## src/rtl/flash_wb_bridge.sv

```systemverilog
// flash_wb_bridge: Wishbone-classic slave that turns 32-bit flash window
// accesses into 16-bit read/program/erase command handshakes with the flash
// controller. Reads take two half-words, writes one or two programs (only
// halves with enabled bytes), erase-alias writes a single block erase.
module flash_wb_bridge (
   input  logic        clk,
   input  logic        rst,
   input  logic        wb_cyc_i,
   input  logic        wb_stb_i,
   input  logic        wb_we_i,
   input  logic [24:0] wb_adr_i,
   input  logic [31:0] wb_dat_i,
   input  logic [3:0]  wb_sel_i,
   output logic [31:0] wb_dat_o,
   output logic        wb_ack_o,
   output logic [21:0] fl_addr,
   output logic [15:0] fl_data_wt,
   input  logic [15:0] fl_data_rd,
   output logic        fl_is_read,
   output logic        fl_is_write,
   output logic        fl_is_erase,
   input  logic        fl_ack
);

   typedef enum logic [2:0] {
      S_IDLE, S_REQ_LO, S_REL_LO, S_REQ_HI, S_REL_HI, S_ACK
   } state_t;

   state_t      r_state;
   logic        r_we;
   logic        r_erase;
   logic [20:0] r_adr_w;   // word address, adr[22:2]
   logic [31:0] r_dat;
   logic [3:0]  r_sel;
   logic [15:0] r_rd_lo;   // low half of a read, merged into wb_dat_o at the end

   logic w_req;
   logic w_in_req;
   logic w_unused;

   // A request is ignored while the previous ack is still on the bus, so a
   // strobe that has not yet dropped cannot start a second access.
   assign w_req    = wb_cyc_i & wb_stb_i & ~wb_ack_o;
   assign w_in_req = (r_state == S_REQ_LO) || (r_state == S_REQ_HI);
   assign w_unused = &{1'b0, wb_adr_i[23], wb_adr_i[0]};

   // Program data for one half: disabled bytes become FF, which leaves the
   // flash byte untouched because programming can only clear bits.
   function automatic logic [15:0] merge_half(input logic [15:0] d,
                                              input logic [1:0]  s);
      merge_half = {s[1] ? d[15:8] : 8'hFF, s[0] ? d[7:0] : 8'hFF};
   endfunction

   // Sequencer: latches the access, walks the half-word handshakes and
   // registers every output (commands follow the state one cycle later).
   always_ff @(posedge clk) begin
      if (rst) begin
         r_state     <= S_IDLE;
         r_we        <= 1'b0;
         r_erase     <= 1'b0;
         r_adr_w     <= '0;
         r_dat       <= '0;
         r_sel       <= '0;
         r_rd_lo     <= '0;
         wb_dat_o    <= '0;
         wb_ack_o    <= 1'b0;
         fl_addr     <= '0;
         fl_data_wt  <= '0;
         fl_is_read  <= 1'b0;
         fl_is_write <= 1'b0;
         fl_is_erase <= 1'b0;
      end else begin
         fl_is_read  <= w_in_req & ~r_we;
         fl_is_write <= w_in_req & r_we & ~r_erase;
         fl_is_erase <= w_in_req & r_we & r_erase;
         wb_ack_o    <= (r_state == S_ACK);

         case (r_state)
            S_IDLE: begin
               if (w_req) begin
                  r_we    <= wb_we_i;
                  r_erase <= wb_adr_i[24];
                  r_adr_w <= wb_adr_i[22:2];
                  r_dat   <= wb_dat_i;
                  r_sel   <= wb_sel_i;
                  if (!wb_we_i) begin
                     fl_addr <= {wb_adr_i[22:2], 1'b0};
                     r_state <= S_REQ_LO;
                  end else if (wb_adr_i[24]) begin
                     fl_addr <= wb_adr_i[22:1];
                     r_state <= S_REQ_LO;
                  end else if (wb_sel_i == 4'b0000) begin
                     r_state <= S_ACK;
                  end else if (wb_sel_i[1:0] == 2'b00) begin
                     fl_addr    <= {wb_adr_i[22:2], 1'b1};
                     fl_data_wt <= merge_half(wb_dat_i[31:16], wb_sel_i[3:2]);
                     r_state    <= S_REQ_HI;
                  end else begin
                     fl_addr    <= {wb_adr_i[22:2], 1'b0};
                     fl_data_wt <= merge_half(wb_dat_i[15:0], wb_sel_i[1:0]);
                     r_state    <= S_REQ_LO;
                  end
               end
            end
            S_REQ_LO: begin
               if (fl_ack) begin
                  if (!r_we) r_rd_lo <= fl_data_rd;
                  r_state <= S_REL_LO;
               end
            end
            S_REL_LO: begin
               if (!fl_ack) begin
                  if (!r_we || (!r_erase && (r_sel[3:2] != 2'b00))) begin
                     fl_addr    <= {r_adr_w, 1'b1};
                     fl_data_wt <= merge_half(r_dat[31:16], r_sel[3:2]);
                     r_state    <= S_REQ_HI;
                  end else begin
                     r_state <= S_ACK;
                  end
               end
            end
            S_REQ_HI: begin
               if (fl_ack) begin
                  if (!r_we) wb_dat_o <= {fl_data_rd, r_rd_lo};
                  r_state <= S_REL_HI;
               end
            end
            S_REL_HI: begin
               if (!fl_ack) r_state <= S_ACK;
            end
            S_ACK:   r_state <= S_IDLE;
            default: r_state <= S_IDLE;
         endcase
      end
   end

endmodule
```

## config.mk

```make
export PLATFORM = sky130hd
export DESIGN_NAME = flash_wb_bridge
export DESIGN_NICKNAME = d
export VERILOG_FILES = /design/src/rtl/flash_wb_bridge.sv
export SDC_FILE = /design/constraint.sdc
export NUM_CORES = 1
export LEC_CHECK = 0
export BUFFER_PORTS_ARGS = -buffer_cell sky130_fd_sc_hd__buf_4
export CELL_PAD_IN_SITES_DETAIL_PLACEMENT = 1
export CELL_PAD_IN_SITES_GLOBAL_PLACEMENT = 1
export CORE_ASPECT_RATIO = 0.75
export CORE_MARGIN = 2
export CORE_UTILIZATION = 34
export DETAILED_ROUTE_END_ITERATION = 8
export GPL_TIMING_DRIVEN = 0
export PLACE_DENSITY_LB_ADDON = 0.1
export SLEW_MARGIN = 20
export SYNTH_ARGS = -nofsm -noshare
export SYNTH_HDL_FRONTEND = slang
export SYNTH_SLANG_ARGS = --single-unit
```

## constraint.sdc

```tcl
create_clock -name clk -period 1.92 [get_ports clk]
set_clock_uncertainty 0.15 [all_clocks]
set_input_delay 0 -clock clk [delete_from_list [all_inputs] [get_ports clk]]
set_output_delay 0 -clock clk [all_outputs]
set_load 0.05 [all_outputs]
```

==> flow_metrics.env, run 1 <==
export IMPL_syn_area_sq_mm=0.00573
export IMPL_final_cell_area_sq_mm=0.00895
export IMPL_crit_type="reg -> reg"
export IMPL_htreeDepth=4
export IMPL_finalCritPeriodShare=0.998
export IMPL_syn_to_final_growth_pct=56.1
export IMPL_setup_ws_ns=0.00424
export IMPL_fin_util=0.537
export IMPL_drc=0
export IMPL_initial_core_util=0.344
export IMPL_row_count=41
export IMPL_insertedDiodeCount=0
export IMPL_crit_fanout=10
export IMPL_place_area_sq_mm=0.00715
export IMPL_syn_area_per_cell_sq_um=8.29
export IMPL_grt_max_degree=17
export IMPL_worst_ep_arrival_time_ns=2.08
export IMPL_port_buffer_count=152
export IMPL_drt_iter0_markers=271
export IMPL_cts_tree="done"
export IMPL_nFillCells=1941
export IMPL_synth_fp_nets=774
export IMPL_clock_sinks=134
export IMPL_end_kind="register"
export IMPL_drv_slew=0
export IMPL_die_h_microns=116
export IMPL_clock_root_buffer="clkbuf_16"
export IMPL_ys_seq_area_frac=0.468
export IMPL_holdBufCountCts=77
export IMPL_grt_pass1_wl_mm=32.3
export IMPL_dp_hpwl_mm=13.9
export IMPL_ys_ff_latch=134
export IMPL_drv_cap=0
export IMPL_leakage_nw=3.73
export IMPL_syn_instance_count=691
export IMPL_die_x_microns=154
export IMPL_regArea_sq_mm=0.00269
export IMPL_layout_min_cycle_time_ns=1.92
export IMPL_hp_class="in -> reg"
export IMPL_clk_pin_slew_ns=0.06
export IMPL_synth_cell_type_count=43
export IMPL_start_kind="register"
export IMPL_rsz0062_at_grt="yes"
export IMPL_worstPathRequired_ns=2.09
export IMPL_finalSetupViolations=0
export IMPL_fin_setup_tns_ns=0
export IMPL_viasPerCell=5.00
export IMPL_multiInputGateArea_sq_mm=0.00292
export IMPL_cts_max_path_buffers=2
export IMPL_core_area_sq_mm=0.0167
export IMPL_drive_gt1_frac=0.300
export IMPL_grt_overflow_total=0
export IMPL_vias=5882
export IMPL_die_area_sq_mm=0.0179
export IMPL_violations="negative hold slack"
export IMPL_yosysWarnings=0
export IMPL_outcome="finished with violations"
export IMPL_ant_nets=0
export IMPL_post_place_ws_ns=-0.456
export IMPL_track_usage=0.231
export IMPL_nets=1031
export IMPL_drt_pre_antenna_iters=5
export IMPL_fmax_ghz=0.522
export IMPL_gp_congestion=0.798
export IMPL_wirelength_mm=20.8
export IMPL_cts_made_buffers=17
export IMPL_hold_viol=2
export IMPL_tightest_slew_ns=0.641
export IMPL_holdWs_ns=-0.253
export IMPL_clock_latency_ns=0.42
export IMPL_peakVddDrop_mv=0.619
export IMPL_antenna_found_initial=0
export IMPL_grt_pass1_vias=6184
export IMPL_ios=157
export IMPL_slew_headroom=0.573
export IMPL_wl_per_cell_microns=17.7
export IMPL_p_per_area_mw_per_mm2=903
## cell families (layout without fill, tap and decap cells)
family	Yosys count	count (layout)	share of synthesized area
simple gates	280	280	0.219
compound gates	160	160	0.159
flops	134	134	0.468
buf+inv	62	332	0.0439
mux	55	55	0.110
## layout by cell type (no fill, tap or decap), types with 3 or more instances in the layout
master	instances
a21oi_1	112
buf_2	4
buf_4	169
buf_6	4
bufinv_16	5
clkbuf_1	21
clkbuf_16	19
clkbuf_2	11
clkbuf_4	4
clkbuf_8	3
clkinvlp_4	3
dfxtp_1	130
dlygate4sd3_1	75
inv_1	6
mux2_2	13
mux2_4	23
mux2i_1	17
nand2_1	191
nand2b_1	4
nor2_1	22
nor2b_1	37
nor3_1	4
o21ai_0	17
o221ai_1	15
## per-layer routing
layer,vias up,GRT usage,wire length [microns]
li1,2853,-,-
met1,2871,0.310,10000
met2,133,0.380,9600
met3,25,0.0490,908
met4,0,0.0648,261
met5,-,0,0
## sequential cells by signal (all words and copies together), names as in the netlist
name / cells
fl_data_wt: 16
r_we: 1
r_rd_lo: 16
fl_is_read: 1
r_state: 3
fl_is_erase: 1
fl_addr: 22
r_sel: 2
wb_ack_o: 1
r_adr_w: 21
r_erase: 1
fl_is_write: 1
wb_dat_o: 32
r_dat: 16
## critical path, stage by stage, from the launching register on
cell and delay, ns:
dfxtp_4 0.36, or3_4 0.41, nor4b_4 0.27, o211ai_4 0.14, buf_12 0.17, mux2_4 0.30
## stage by stage
stage / std cells / total power, mW
after CTS: 1176 / 8.04
after detailed placement: 1058 / 4.16
final: 1176 / 8.08
after floorplan: 691 / 3.73
after global routing: 1176 / 8.37
after global placement: 1058 / 4.13
## path summary, 6_finish.rpt
| kind | from | end | slack (ns) | cells past startpoint |
|---|---|---|---|---|
| setup reg to reg | r_state[2]$_SDFFE_PP0P_ | fl_data_wt[6]$_SDFFE_PP0P_ | 0.004 | 5 |
| setup / recovery | r_state[2]$_SDFFE_PP0P_ | fl_data_wt[6]$_SDFFE_PP0P_ | 0.004 | 5 |
| hold / removal | wb_adr_i[24] | r_erase$_SDFFE_PP0P_ | -0.25 | 3 |
| hold reg to reg | r_adr_w[1]$_SDFFE_PP0P_ | r_adr_w[1]$_SDFFE_PP0P_ | 0.30 | 2 |
## Yosys cell counts (all sizes together)
cell type,n,share of area
inv,6,0.0039
o21ai,17,0.015
a211oi,4,0.0052
o21a,1,0.0013
nor3b,1,0.0022
nand2b,4,0.0044
nor2,23,0.015
or3b,3,0.0046
nand3b,2,0.0026
o311ai,1,0.0015
o21bai,1,0.0013
nand2,192,0.13
and4,1,0.0015
a32oi,1,0.0015
nor3,5,0.0044
a21oi,114,0.10
o211ai,2,0.0050
buf,11,0.010
or3,2,0.0031
and2,1,0.0011
a211o,1,0.0015
a2111oi,1,0.0015
mux2i,17,0.030
dfxtp,134,0.47
nand4,1,0.0011
o221ai,15,0.023
clkbuf,45,0.029
o22ai,1,0.0011
mux2,38,0.081
nor4,2,0.0022
nor4b,4,0.0087
nand3,2,0.0017
nor2b,37,0.040
o311a,1,0.0017
## layout make-up
cell class	instances	share of cell area
plain buffers	50	0.0358
clock buffers	21	0.0526
clock inverters	11	0.0218
inverters	6	0.00252
multi-input cells	495	0.326
flip-flops and latches	134	0.301
well taps	215	0.0301
repair buffers	244	0.230
## power by group
group / total, mW / internal [mW] / switching [mW]
Clock: 3.70 / 2.41 / 1.29
Sequential: 2.99 / 2.91 / 0.0818
Combinational: 1.38 / 0.627 / 0.757
Total: 8.08 / 5.95 / 2.13
## what timing repair did
action                                  CTS  global route
pin swaps                                 4             1
endpoints found under the hold margin   113             2
resized for setup                        39            65
setup buffers                            11             3
endpoints found under the setup margin  119           107
cloned                                    0             2
Note: power is estimated with default switching activity, not from simulation.
==> inputs of run 2 (changes only) <==
CELL_PAD_IN_SITES_DETAIL_PLACEMENT = 2   (was 1)
CELL_PAD_IN_SITES_GLOBAL_PLACEMENT = 2   (was 1)
CORE_UTILIZATION = 27   (was 34)
==> run 2 against run 1 <==
The run ends with negative setup slack left. Sequential power is essentially flat. Sequential share of layout area shrank 0.071 points. Utilization shrank 11 points. Register-to-register slack lost 0.09 ns. Fmax shrank 4.4%. Clock power shrank 4%. Die area grew 25%. Non-clock buffer count shrank 2. Total power shrank 1.8%. Hold slack gained 0.27 ns. Largest power group unchanged. Highest routed layer unchanged.
==> flow_metrics.env, run 2 (same netlist as run 1, synthesis figures left out) <==
export IMPL_violations="negative setup slack"
export IMPL_seqPwrFrac=0.377
export IMPL_setup_ws_ns=-0.0848
export IMPL_drt_pre_antenna_iters=4
export IMPL_p_per_area_mw_per_mm2=884
export IMPL_syn_to_final_growth_pct=56.5
export IMPL_port_buffer_count=152
export IMPL_dp_hpwl_mm=15.7
export IMPL_critPathSlowestCell="or3_4"
export IMPL_worstReg2RegStart="r_state[2]$_SDFFE_PP0P_"
export IMPL_nets=1029
export IMPL_track_usage=0.204
export IMPL_worstPathRequired_ns=2.08
export IMPL_cts_made_buffers=17
export IMPL_final_common_cell="nand2_1"
export IMPL_start_kind="register"
export IMPL_nFillCells=2319
export IMPL_grt_pass1_vias=6527
export IMPL_die_area_sq_mm=0.0224
export IMPL_final_cell_area_sq_mm=0.00897
export IMPL_ios=157
export IMPL_leakage_nw=3.69
export IMPL_fmax_ghz=0.499
export IMPL_wl_per_cell_microns=18.0
export IMPL_ant_nets=0
export IMPL_holdWs_ns=0.0123
export IMPL_power_share_switching=0.267
export IMPL_grt_overflow_total=0
export IMPL_r2r_setup_slack_ns=-0.08
export IMPL_core_area_sq_mm=0.0210
export IMPL_grt_pass1_wl_mm=35.2
export IMPL_grt_max_degree=18
export IMPL_cts_max_path_buffers=2
export IMPL_worst_ep_arrival_time_ns=2.16
export IMPL_startpoint="r_state[2]$_SDFFE_PP0P_"
export IMPL_initial_core_util=0.273
export IMPL_drc=0
export IMPL_rsz0062_at_grt="yes"
export IMPL_finalSetupViolations=20
export IMPL_vias=5844
export IMPL_hold_viol=0
export IMPL_clock_latency_ns=0.42
export IMPL_drv_slew=0
export IMPL_clk_pin_slew_ns=0.06
export IMPL_multiInputGateArea_sq_mm=0.00288
export IMPL_place_area_sq_mm=0.00724
export IMPL_end_kind="register"
export IMPL_insertedDiodeCount=0
export IMPL_row_count=46
export IMPL_crit_type="reg -> reg"
export IMPL_htreeDepth=4
export IMPL_antenna_found_initial=0
export IMPL_cts_tree="done"
export IMPL_drv_cap=0
export IMPL_p_switching_mw=2.12
export IMPL_die_h_microns=130
export IMPL_crit_fanout=6
export IMPL_layout_min_cycle_time_ns=2.00
export IMPL_reg_top3="wb_dat_o (32), fl_addr (22), r_adr_w (21)"
export IMPL_pwr_share_comb=0.174
export IMPL_drt_iter0_markers=209
export IMPL_peakVddDrop_mv=0.535
export IMPL_regMostFlops="wb_dat_o"
export IMPL_p_int_mw=5.81
export IMPL_min_path_cells=5
export IMPL_fin_util=0.427
export IMPL_tightest_slew_ns=0.666
export IMPL_min_from="wb_adr_i[24]"
export IMPL_crit_chain="or3_4 -> nor4b_4 -> o211ai_4 -> clkbuf_16 -> mux2_4"
export IMPL_gp_congestion=0.800
export IMPL_clock_root_buffer="clkbuf_16"
export IMPL_slowest_delay_ns=0.42
export IMPL_whs_endpoint="r_state[2]$_SDFFE_PP0P_"
export IMPL_reg2reg_to="fl_data_wt[8]$_SDFFE_PP0P_"
export IMPL_largest_reg_flops=32
export IMPL_viasPerCell=4.69
export IMPL_rr_worst_depth=5
export IMPL_regArea_sq_mm=0.00269
export IMPL_hp_class="in -> reg"
export IMPL_wirelength_mm=22.5
export IMPL_clkPwrFrac=0.449
export IMPL_layout_common_cells="nand2_1 (192), buf_4 (166), dfxtp_1 (130), a21oi_1 (113), dlygate4sd3_1 (74)"
export IMPL_die_x_microns=172
export IMPL_drive_gt1_frac=0.289
export IMPL_outcome="finished with violations"
export IMPL_clock_sinks=134
export IMPL_finalCritPeriodShare=1.04
export IMPL_slew_headroom=0.556
==> run 2: cell types whose count changed in the layout (fill, tap and decap cells not counted), moves of 3 or more <==
cell    previous run  this run
buf_4            169       166
mux2_1             2         8
mux2_4            23        15
buf_12             2         5
==> run 2: metrics by stage <==
stage          setup slack, ns  instances  total power [mW]  TNS (ns)
3_3_place_gp            -0.475       1131              4.15    -37.81
3_5_place_dp            -0.549       1131              4.19    -43.74
5_1_grt                 -0.123       1247              8.28     -2.42
2_1_floorplan          -0.0183        691              3.73    -0.165
4_1_cts                -0.0920       1245              8.00     -1.40
6_report               -0.0848       1247              7.93     -1.00
==> run 2: timing repair <==
item | in CTS | in global routing
resized for setup | 49 | 30
setup endpoints to repair | 119 | 111
hold buffers | 74 | 0
endpoints found under the hold margin | 109 | 0
gates cloned | 1 | 0
pin swaps | 3 | 5
buffers inserted | 11 | 5
==> run 2: routing by layer <==
| layer | wire [microns] | vias to the layer above | global-route usage | part of all wire |
|---|---|---|---|---|
| met3 | 809 | 8 | 0.0473 | 0.036 |
| li1 | - | 2847 | - | - |
| met5 | 0 | - | 0 | 0 |
| met1 | 10600 | 2880 | 0.264 | 0.47 |
| met4 | 127 | 0 | 0.0341 | 0.0056 |
| met2 | 11000 | 109 | 0.353 | 0.49 |
==> run 2: area by class of cell <==
cell class	count	share of cell area
inverter	6	0.00251
buffer	49	0.0322
clock buffer	21	0.0525
clock inverter	11	0.0191
timing repair buffer	243	0.232
tap	288	0.0402
multi-input combinational	495	0.321
sequential	134	0.300
==> run 2: power groups by stage <==
| stage | sequential [mW] | combinational [mW] | clock (mW) |
|---|---|---|---|
| finish | 2.99 | 1.38 | 3.56 |
| detailed placement | 3.04 | 1.15 | 0 |
| CTS | 2.99 | 1.36 | 3.65 |
| global route | 3.01 | 1.49 | 3.79 |
| global placement | 3.03 | 1.12 | 0 |
| floorplan | 3.24 | 0.487 | 0 |
==> run 2: worst max path at each step <==
stage	to	cells after the start	slack [ns]
2_1_floorplan	fl_data_wt[10]$_SDFFE_PP0P_	6	-0.02
3_3_place_gp	r_erase$_SDFFE_PP0P_	5	-0.47
3_5_place_dp	wb_dat_o[31]$_SDFFE_PP0P_	5	-0.55
4_1_cts	fl_data_wt[5]$_SDFFE_PP0P_	6	-0.09
5_1_grt	fl_data_wt[6]$_SDFFE_PP0P_	5	-0.12
6_report	fl_data_wt[8]$_SDFFE_PP0P_	5	-0.08
==> run 2: critical path, delay by kind of cell, from the launching register on <==
| family | cells | cell delay (ns) |
|---|---|---|
| compound gates | 1 | 0.18 |
| mux | 1 | 0.29 |
| simple gates | 2 | 0.71 |
| buf+inv | 1 | 0.20 |
| flops | 1 | 0.37 |
